===== src/rtl/io_timer_intc.sv =====
// io_timer_intc: memory-mapped countdown timer with a single-source interrupt request controller.
// Build option: define IO_TIMER_VECTOR_EN to drive VECTOR on io_out while the CPU acknowledges.
//
// state | meaning
// IDLE  | no request outstanding; waits for PEND & IE
// REQ   | intr asserted toward the CPU, waiting for inta
// ACK   | acknowledge accepted (PEND cleared), waiting for inta release
module io_timer_intc #(
    parameter logic [31:0] BASE_ADDR = 32'h0000_0F00,
    parameter int unsigned PRESCALE  = 1,
    parameter logic [31:0] VECTOR    = 32'h0000_0200
) (
    input  logic        clk,
    input  logic        reset,
    input  logic        io_cs,
    input  logic        io_rd,
    input  logic        io_wr,
    input  logic [31:0] io_address,
    input  logic [31:0] io_d_in,
    output logic [31:0] io_out,
    output logic        intr,
    input  logic        inta
);

    typedef enum logic [1:0] {
        ST_IDLE = 2'd0,
        ST_REQ  = 2'd1,
        ST_ACK  = 2'd2
    } state_t;

    localparam logic [1:0]  REG_CTRL   = 2'd0;
    localparam logic [1:0]  REG_LOAD   = 2'd1;
    localparam logic [1:0]  REG_COUNT  = 2'd2;
    localparam logic [1:0]  REG_STATUS = 2'd3;
    localparam logic [15:0] PRESC_TC   = 16'(PRESCALE - 1);

    state_t      state;
    logic        ctrl_en;
    logic        ctrl_auto;
    logic        ctrl_ie;
    logic [31:0] load_q;
    logic [31:0] count_q;
    logic [15:0] presc_q;
    logic        pend;
    logic        ovr;

    logic        hit;
    logic [1:0]  reg_sel;
    logic        wr_hit;
    logic        wr_ctrl;
    logic        wr_load;
    logic        wr_status;
    logic        active;
    logic        tick;
    logic        expiry;
    logic        ack_edge;
    logic        pend_clr;
    logic        ovr_clr;

    assign hit       = io_cs && (io_address[31:4] == BASE_ADDR[31:4]);
    assign reg_sel   = io_address[3:2];
    assign wr_hit    = hit && io_wr;
    assign wr_ctrl   = wr_hit && (reg_sel == REG_CTRL);
    assign wr_load   = wr_hit && (reg_sel == REG_LOAD);
    assign wr_status = wr_hit && (reg_sel == REG_STATUS);

    // The prescaler only runs while there is something left to count.
    assign active    = ctrl_en && (count_q != 32'd0);
    assign tick      = active && (presc_q == PRESC_TC);
    assign expiry    = tick && (count_q == 32'd1);

    assign ack_edge  = (state == ST_REQ) && inta;
    assign pend_clr  = ack_edge || (wr_status && io_d_in[0]);
    assign ovr_clr   = wr_status && io_d_in[1];

    always_ff @(posedge clk or negedge reset) begin
        if (!reset) begin
            ctrl_en   <= 1'b0;
            ctrl_auto <= 1'b0;
            ctrl_ie   <= 1'b0;
        end else if (wr_ctrl) begin
            // A CTRL write on the expiry edge overrides the one-shot auto-clear.
            ctrl_en   <= io_d_in[0];
            ctrl_auto <= io_d_in[1];
            ctrl_ie   <= io_d_in[2];
        end else if (expiry && !ctrl_auto) begin
            ctrl_en   <= 1'b0;
        end
    end

    always_ff @(posedge clk or negedge reset) begin
        if (!reset) begin
            load_q  <= 32'd0;
            count_q <= 32'd0;
            presc_q <= 16'd0;
        end else if (wr_load) begin
            load_q  <= io_d_in;
            count_q <= io_d_in;
            presc_q <= 16'd0;
        end else begin
            if (active) begin
                presc_q <= (presc_q == PRESC_TC) ? 16'd0 : presc_q + 16'd1;
            end
            if (tick) begin
                if (count_q == 32'd1) begin
                    count_q <= ctrl_auto ? load_q : 32'd0;
                end else begin
                    count_q <= count_q - 32'd1;
                end
            end
        end
    end

    // A new expiry always beats a clear landing on the same edge.
    always_ff @(posedge clk or negedge reset) begin
        if (!reset) begin
            pend <= 1'b0;
            ovr  <= 1'b0;
        end else begin
            if (expiry) begin
                pend <= 1'b1;
            end else if (pend_clr) begin
                pend <= 1'b0;
            end
            if (expiry && pend) begin
                ovr <= 1'b1;
            end else if (ovr_clr) begin
                ovr <= 1'b0;
            end
        end
    end

    always_ff @(posedge clk or negedge reset) begin
        if (!reset) begin
            state <= ST_IDLE;
            intr  <= 1'b0;
        end else begin
            case (state)
                ST_IDLE: begin
                    if (pend && ctrl_ie) begin
                        state <= ST_REQ;
                        intr  <= 1'b1;
                    end
                end
                ST_REQ: begin
                    if (inta) begin
                        state <= ST_ACK;
                        intr  <= 1'b0;
                    end else if (!pend || !ctrl_ie) begin
                        state <= ST_IDLE;
                        intr  <= 1'b0;
                    end
                end
                ST_ACK: begin
                    intr <= 1'b0;
                    if (!inta) begin
                        state <= ST_IDLE;
                    end
                end
                default: begin
                    state <= ST_IDLE;
                    intr  <= 1'b0;
                end
            endcase
        end
    end

    always_comb begin
        io_out = 32'd0;
        if (hit && io_rd && !io_wr) begin
            case (reg_sel)
                REG_CTRL:   io_out = {29'd0, ctrl_ie, ctrl_auto, ctrl_en};
                REG_LOAD:   io_out = load_q;
                REG_COUNT:  io_out = count_q;
                REG_STATUS: io_out = {30'd0, ovr, pend};
                default:    io_out = 32'd0;
            endcase
        end
`ifdef IO_TIMER_VECTOR_EN
        if ((state == ST_ACK) && inta) begin
            io_out = VECTOR;
        end
`endif
    end

`ifdef IO_TIMER_VECTOR_EN
    logic unused_ok;
    assign unused_ok = ^io_address[1:0];
`else
    logic unused_ok;
    assign unused_ok = ^{VECTOR, io_address[1:0]};
`endif

endmodule


===== config.mk =====
export PLATFORM = sky130hd
export DESIGN_NAME = io_timer_intc
export DESIGN_NICKNAME = d
export VERILOG_FILES = /design/src/rtl/io_timer_intc.sv
export SDC_FILE = /design/constraint.sdc
export NUM_CORES = 1
export LEC_CHECK = 0
export ABC_AREA = 1
export ABC_CLOCK_PERIOD_IN_PS = 5000
export BUFFER_PORTS_ARGS = -buffer_cell sky130_fd_sc_hd__buf_2
export CORE_UTILIZATION = 52
export DETAILED_ROUTE_END_ITERATION = 8
export PLACE_DENSITY = 0.74
export SLEW_MARGIN = 25
export SYNTH_ARGS = -nofsm -noshare
export SYNTH_HDL_FRONTEND = slang
export SYNTH_SLANG_ARGS = --single-unit

===== constraint.sdc =====
create_clock -name clk -period 5 [get_ports clk]
set_input_delay 0 -clock clk [delete_from_list [all_inputs] [get_ports clk]]
set_output_delay 0 -clock clk [all_outputs]
set_load 0.05 [all_outputs]

==> flow_summary_export.csv <==
group,metric,value,unit
detailed_routing,vias,6705,
logic_synthesis,seq_area_frac_synth,0.356,
finish,multi_input_area,0.00357,sq mm
logic_synthesis,postSynthCellCount,979,
finish,final_nets,1173,
sta,fin_crit,2.62,ns
sta,rsz0062_at_grt,"false",
clock_network,cts_tree,"done",
clock_network,clk_pin_slew,0.06,ns
pwr,p_comb_frac,0.068,
global_route,grt_max_degree,57,
sta,period_share,0.525,
finish,n_fill_cell,1079,
pwr,p_leak,4.02,nW
pwr,pwr-share-clk,0.462,
worst_setup_path,critPathTopFamily,"simple AND/OR/NAND/NOR gates",
finish,drive_above_1_share,0.138,
sta,fin_skew,0.00658,ns
run_status,status,"finished, violations left",
worst_hold_path,hold_path_class,"in2reg",
sta,tightest_slew,0.794,ns
clock_network,cts.sinks,88,
floorplan,start_util,0.537,
pwr,powerDensity,205,mW/mm^2
finish,final_area,0.00743,sq mm
worst_setup_path,crit_path_max_fanout,23,
placement,dp_slack,2.43,ns
worst_setup_path,crit_chain,"inv_1 -> ha_1 -> nand2_2 -> nor2_2 -> nand2_1 -> o21ai_4 -> inv_2 -> nand2_2 -> nand2_2 -> clkinv_2 -> nand2_1 -> nand2_1",
floorplan,row_count,39,
clock_network,root_buffer,"clkbuf_16",
pwr,p_seq_frac,0.469,
detailed_routing,met1_length,8000,microns
clock_network,cts_buffer_depth,2,
logic_synthesis,synth_edf_count,0,
job,cap_viol_max_count,0,
detailed_routing,totalWireLength,18200,microns
detailed_routing,wl_met3,1300,microns
global_route,grt_pass1_vias,6263,
pwr,p_sw,0.339,mW
pwr,p_int,1.18,mW
pwr,swShare,0.223,
worst_setup_path,cp.buffers_inverters,3,
worst_setup_path,cpMaxStageDelayCell,"clkinv_2",
detailed_routing,via_per_inst,5.38,
clock_network,clock_latency,0.35,ns
logic_synthesis,yosys_warnings,0,
logic_synthesis,netlist_area,0.00618,sq mm
detailed_routing,drt_iter0_drc,458,
global_route,overflow,0,
worst_setup_path,cpPeakStageDelay,0.41,ns
worst_setup_path,cp-end-kind,"flop",
sta,drv_slew,0,
worst_setup_path,worstSetupPathType,"reg2reg",
detailed_routing,top_layer_used,"met4",
detailed_routing,firstDrtPassIters,8,
sta,fin_ws,2.38,ns
sta,whs,0.0479,ns
finish,antenna_cells,0,
detailed_routing,post-route-drc-count,12,
global_route,antenna_found_initial,0,
placement,port_buffers,100,
sta,slew_headroom,0.469,
logic_synthesis,avgSynthCellArea,6.31,sq um
clock_network,htreeDepth,3,
floorplan,io_pins,103,
logic_synthesis,syn-num-nets,1053,
floorplan,die_y,111,microns
clock_network,cts_buffers,9,
logic_synthesis,synthFlopType,"dfrtp_1",
sta,finalHoldViolations,0,
logic_synthesis,ys_ff_latch,88,
logic_synthesis,synthDistinctLibCells,38,
logic_synthesis,async_reset_ff_frac,1.00,
pwr,ir_drop,0.166,mV
detailed_routing,wire_per_inst,14.6,microns
floorplan,coreArea,0.0115,sq mm
sta,setup_tns,0,ns
sta,setup_viol,0,
global_route,grt_pass1_wl,30300,microns
run_status,violations,"DRC",
floorplan,chipWidth,111,microns
worst_setup_path,start_kind,"flop",
detailed_routing,final_antenna_net_count,0,
worst_setup_path,critical_path_required,5.29,ns
floorplan,dieArea,0.0123,sq mm
global_route,grt.total_usage,0.308,
finish,area_growth,20.2,%
worst_setup_path,worstPathArrival,2.91,ns
placement,routabilityCongestion,0.949,
finish,regArea,0.00220,sq mm
detailed_routing,met2WireLength,8560,microns
placement,dpl.hpwl,12600,microns
sta,fmax,381,MHz
placement,placed_area,0.00679,sq mm
[worst reg2reg max path, stage by stage (launching register included)]
cell and delay [ns]:
dfrtp_1 0.40, inv_1 0.12, ha_1 0.27, nand2_2 0.13, nor2_2 0.18, nand2_1 0.12, o21ai_4 0.26, inv_2 0.12
nand2_2 0.07, nand2_2 0.31, clkinv_2 0.41, nand2_1 0.10, nand2_1 0.08
[cell usage in the layout, fill, tap and decap left out, types with 4 or more instances in the layout]
master / instances
a21oi_1: 38
nor3_1: 7
inv_1: 71
buf_2: 99
xnor2_1: 12
ha_1: 4
nand3_1: 80
dfrtp_1: 88
nand3b_1: 4
dlygate4sd3_1: 34
nor2_2: 8
nor2_1: 150
xor2_1: 14
nand2_2: 4
nand4_1: 20
nand2_1: 373
clkbuf_16: 9
buf_4: 8
o22ai_1: 4
o21ai_0: 28
o21ai_1: 10
[synthesized netlist by cell type, types with 7 or more instances]
cell type	number	area share
nand2_1	373	0.23
inv_1	71	0.043
nand3_1	81	0.066
dfrtp_1	88	0.36
nor2_2	7	0.0071
o21ai_1	10	0.0081
nand4_1	20	0.020
nor3_1	7	0.0057
o21ai_0	28	0.023
buf_2	8	0.0065
nor2_1	152	0.092
clkbuf_1	19	0.012
xnor2_1	12	0.017
xor2_1	14	0.020
a21oi_1	38	0.031
[path summary, 6_finish.rpt]
path	slack (ns)	depth (start not counted)	from	end
max	2.38	12	count_q[0]$_DFFE_PN0P_	count_q[29]$_DFFE_PN0P_
min reg2reg	0.49	1	state[0]$_DFFE_PN0P_	state[0]$_DFFE_PN0P_
min in group asynchronous	0.14	2	reset	count_q[14]$_DFFE_PN0P_
min	0.05	4	io_address[2]	ctrl_ie$_DFFE_PN0P_
max reg2reg	2.38	12	count_q[0]$_DFFE_PN0P_	count_q[29]$_DFFE_PN0P_
max in group asynchronous	3.77	3	reset	count_q[7]$_DFFE_PN0P_
[timing repair]
action | in CTS | in global routing
buffers inserted | 0 | 0
hold buffers | 34 | 0
resized for setup | 0 | 0
endpoints found under the hold margin | 81 | 0
[state kept, by name, indices dropped and copies added (netlist names)]
register,cells
count_q,32
ctrl_auto,1
ctrl_en,1
ctrl_ie,1
intr,1
load_q,32
ovr,1
pend,1
presc_q,16
state,2
[metrics by stage]
stage / total power [mW] / cells / util
final: 1.52 / 1246 / 0.645
after global routing: 1.57 / 1246 / 0.645
after CTS: 1.53 / 1246 / 0.645
after detailed placement: 0.811 / 1197 / 0.589
after global placement: 0.809 / 1197 / 0.589
after floorplan: 0.755 / 979 / -
[layout make-up]
cell class              instances  share of cell area
clock buffers                  12              0.0359
clock inverters                 3             0.00539
inverters                      75              0.0380
multi-input cells             784               0.480
flip-flops and latches         88               0.296
well taps                     143              0.0241
repair buffers                141               0.121
[layer usage]
| metal | up-vias | GRT usage |
|---|---|---|
| met1 | 3093 | 0.405 |
| met2 | 227 | 0.514 |
| met5 | - | 0 |
| li1 | 3352 | - |
| met3 | 33 | 0.0481 |
| met4 | 0 | 0.114 |
[power by group through the flow]
| stage | Clock (mW) | Sequential [mW] | Combinational [mW] |
|---|---|---|---|
| after CTS | 0.713 | 0.714 | 0.103 |
| after floorplan | 0 | 0.732 | 0.0238 |
| final | 0.704 | 0.714 | 0.104 |
| after global routing | 0.742 | 0.714 | 0.115 |
| after global placement | 0 | 0.727 | 0.0819 |
| after detailed placement | 0 | 0.727 | 0.0833 |
[cells by family (layout without fill, tap and decap cells)]
family,count (synthesis),after routing,synth area share
xor gates and xnor gates,26,26,0.0368
adders and majority gates,4,4,0.00810
DFF,88,88,0.356
AOI/OAI and AO/OA,93,93,0.0826
buffers and inverters,107,231,0.0692
and+or+nand+nor,661,661,0.447
No activity file was read; power rests on OpenSTA's default activity.
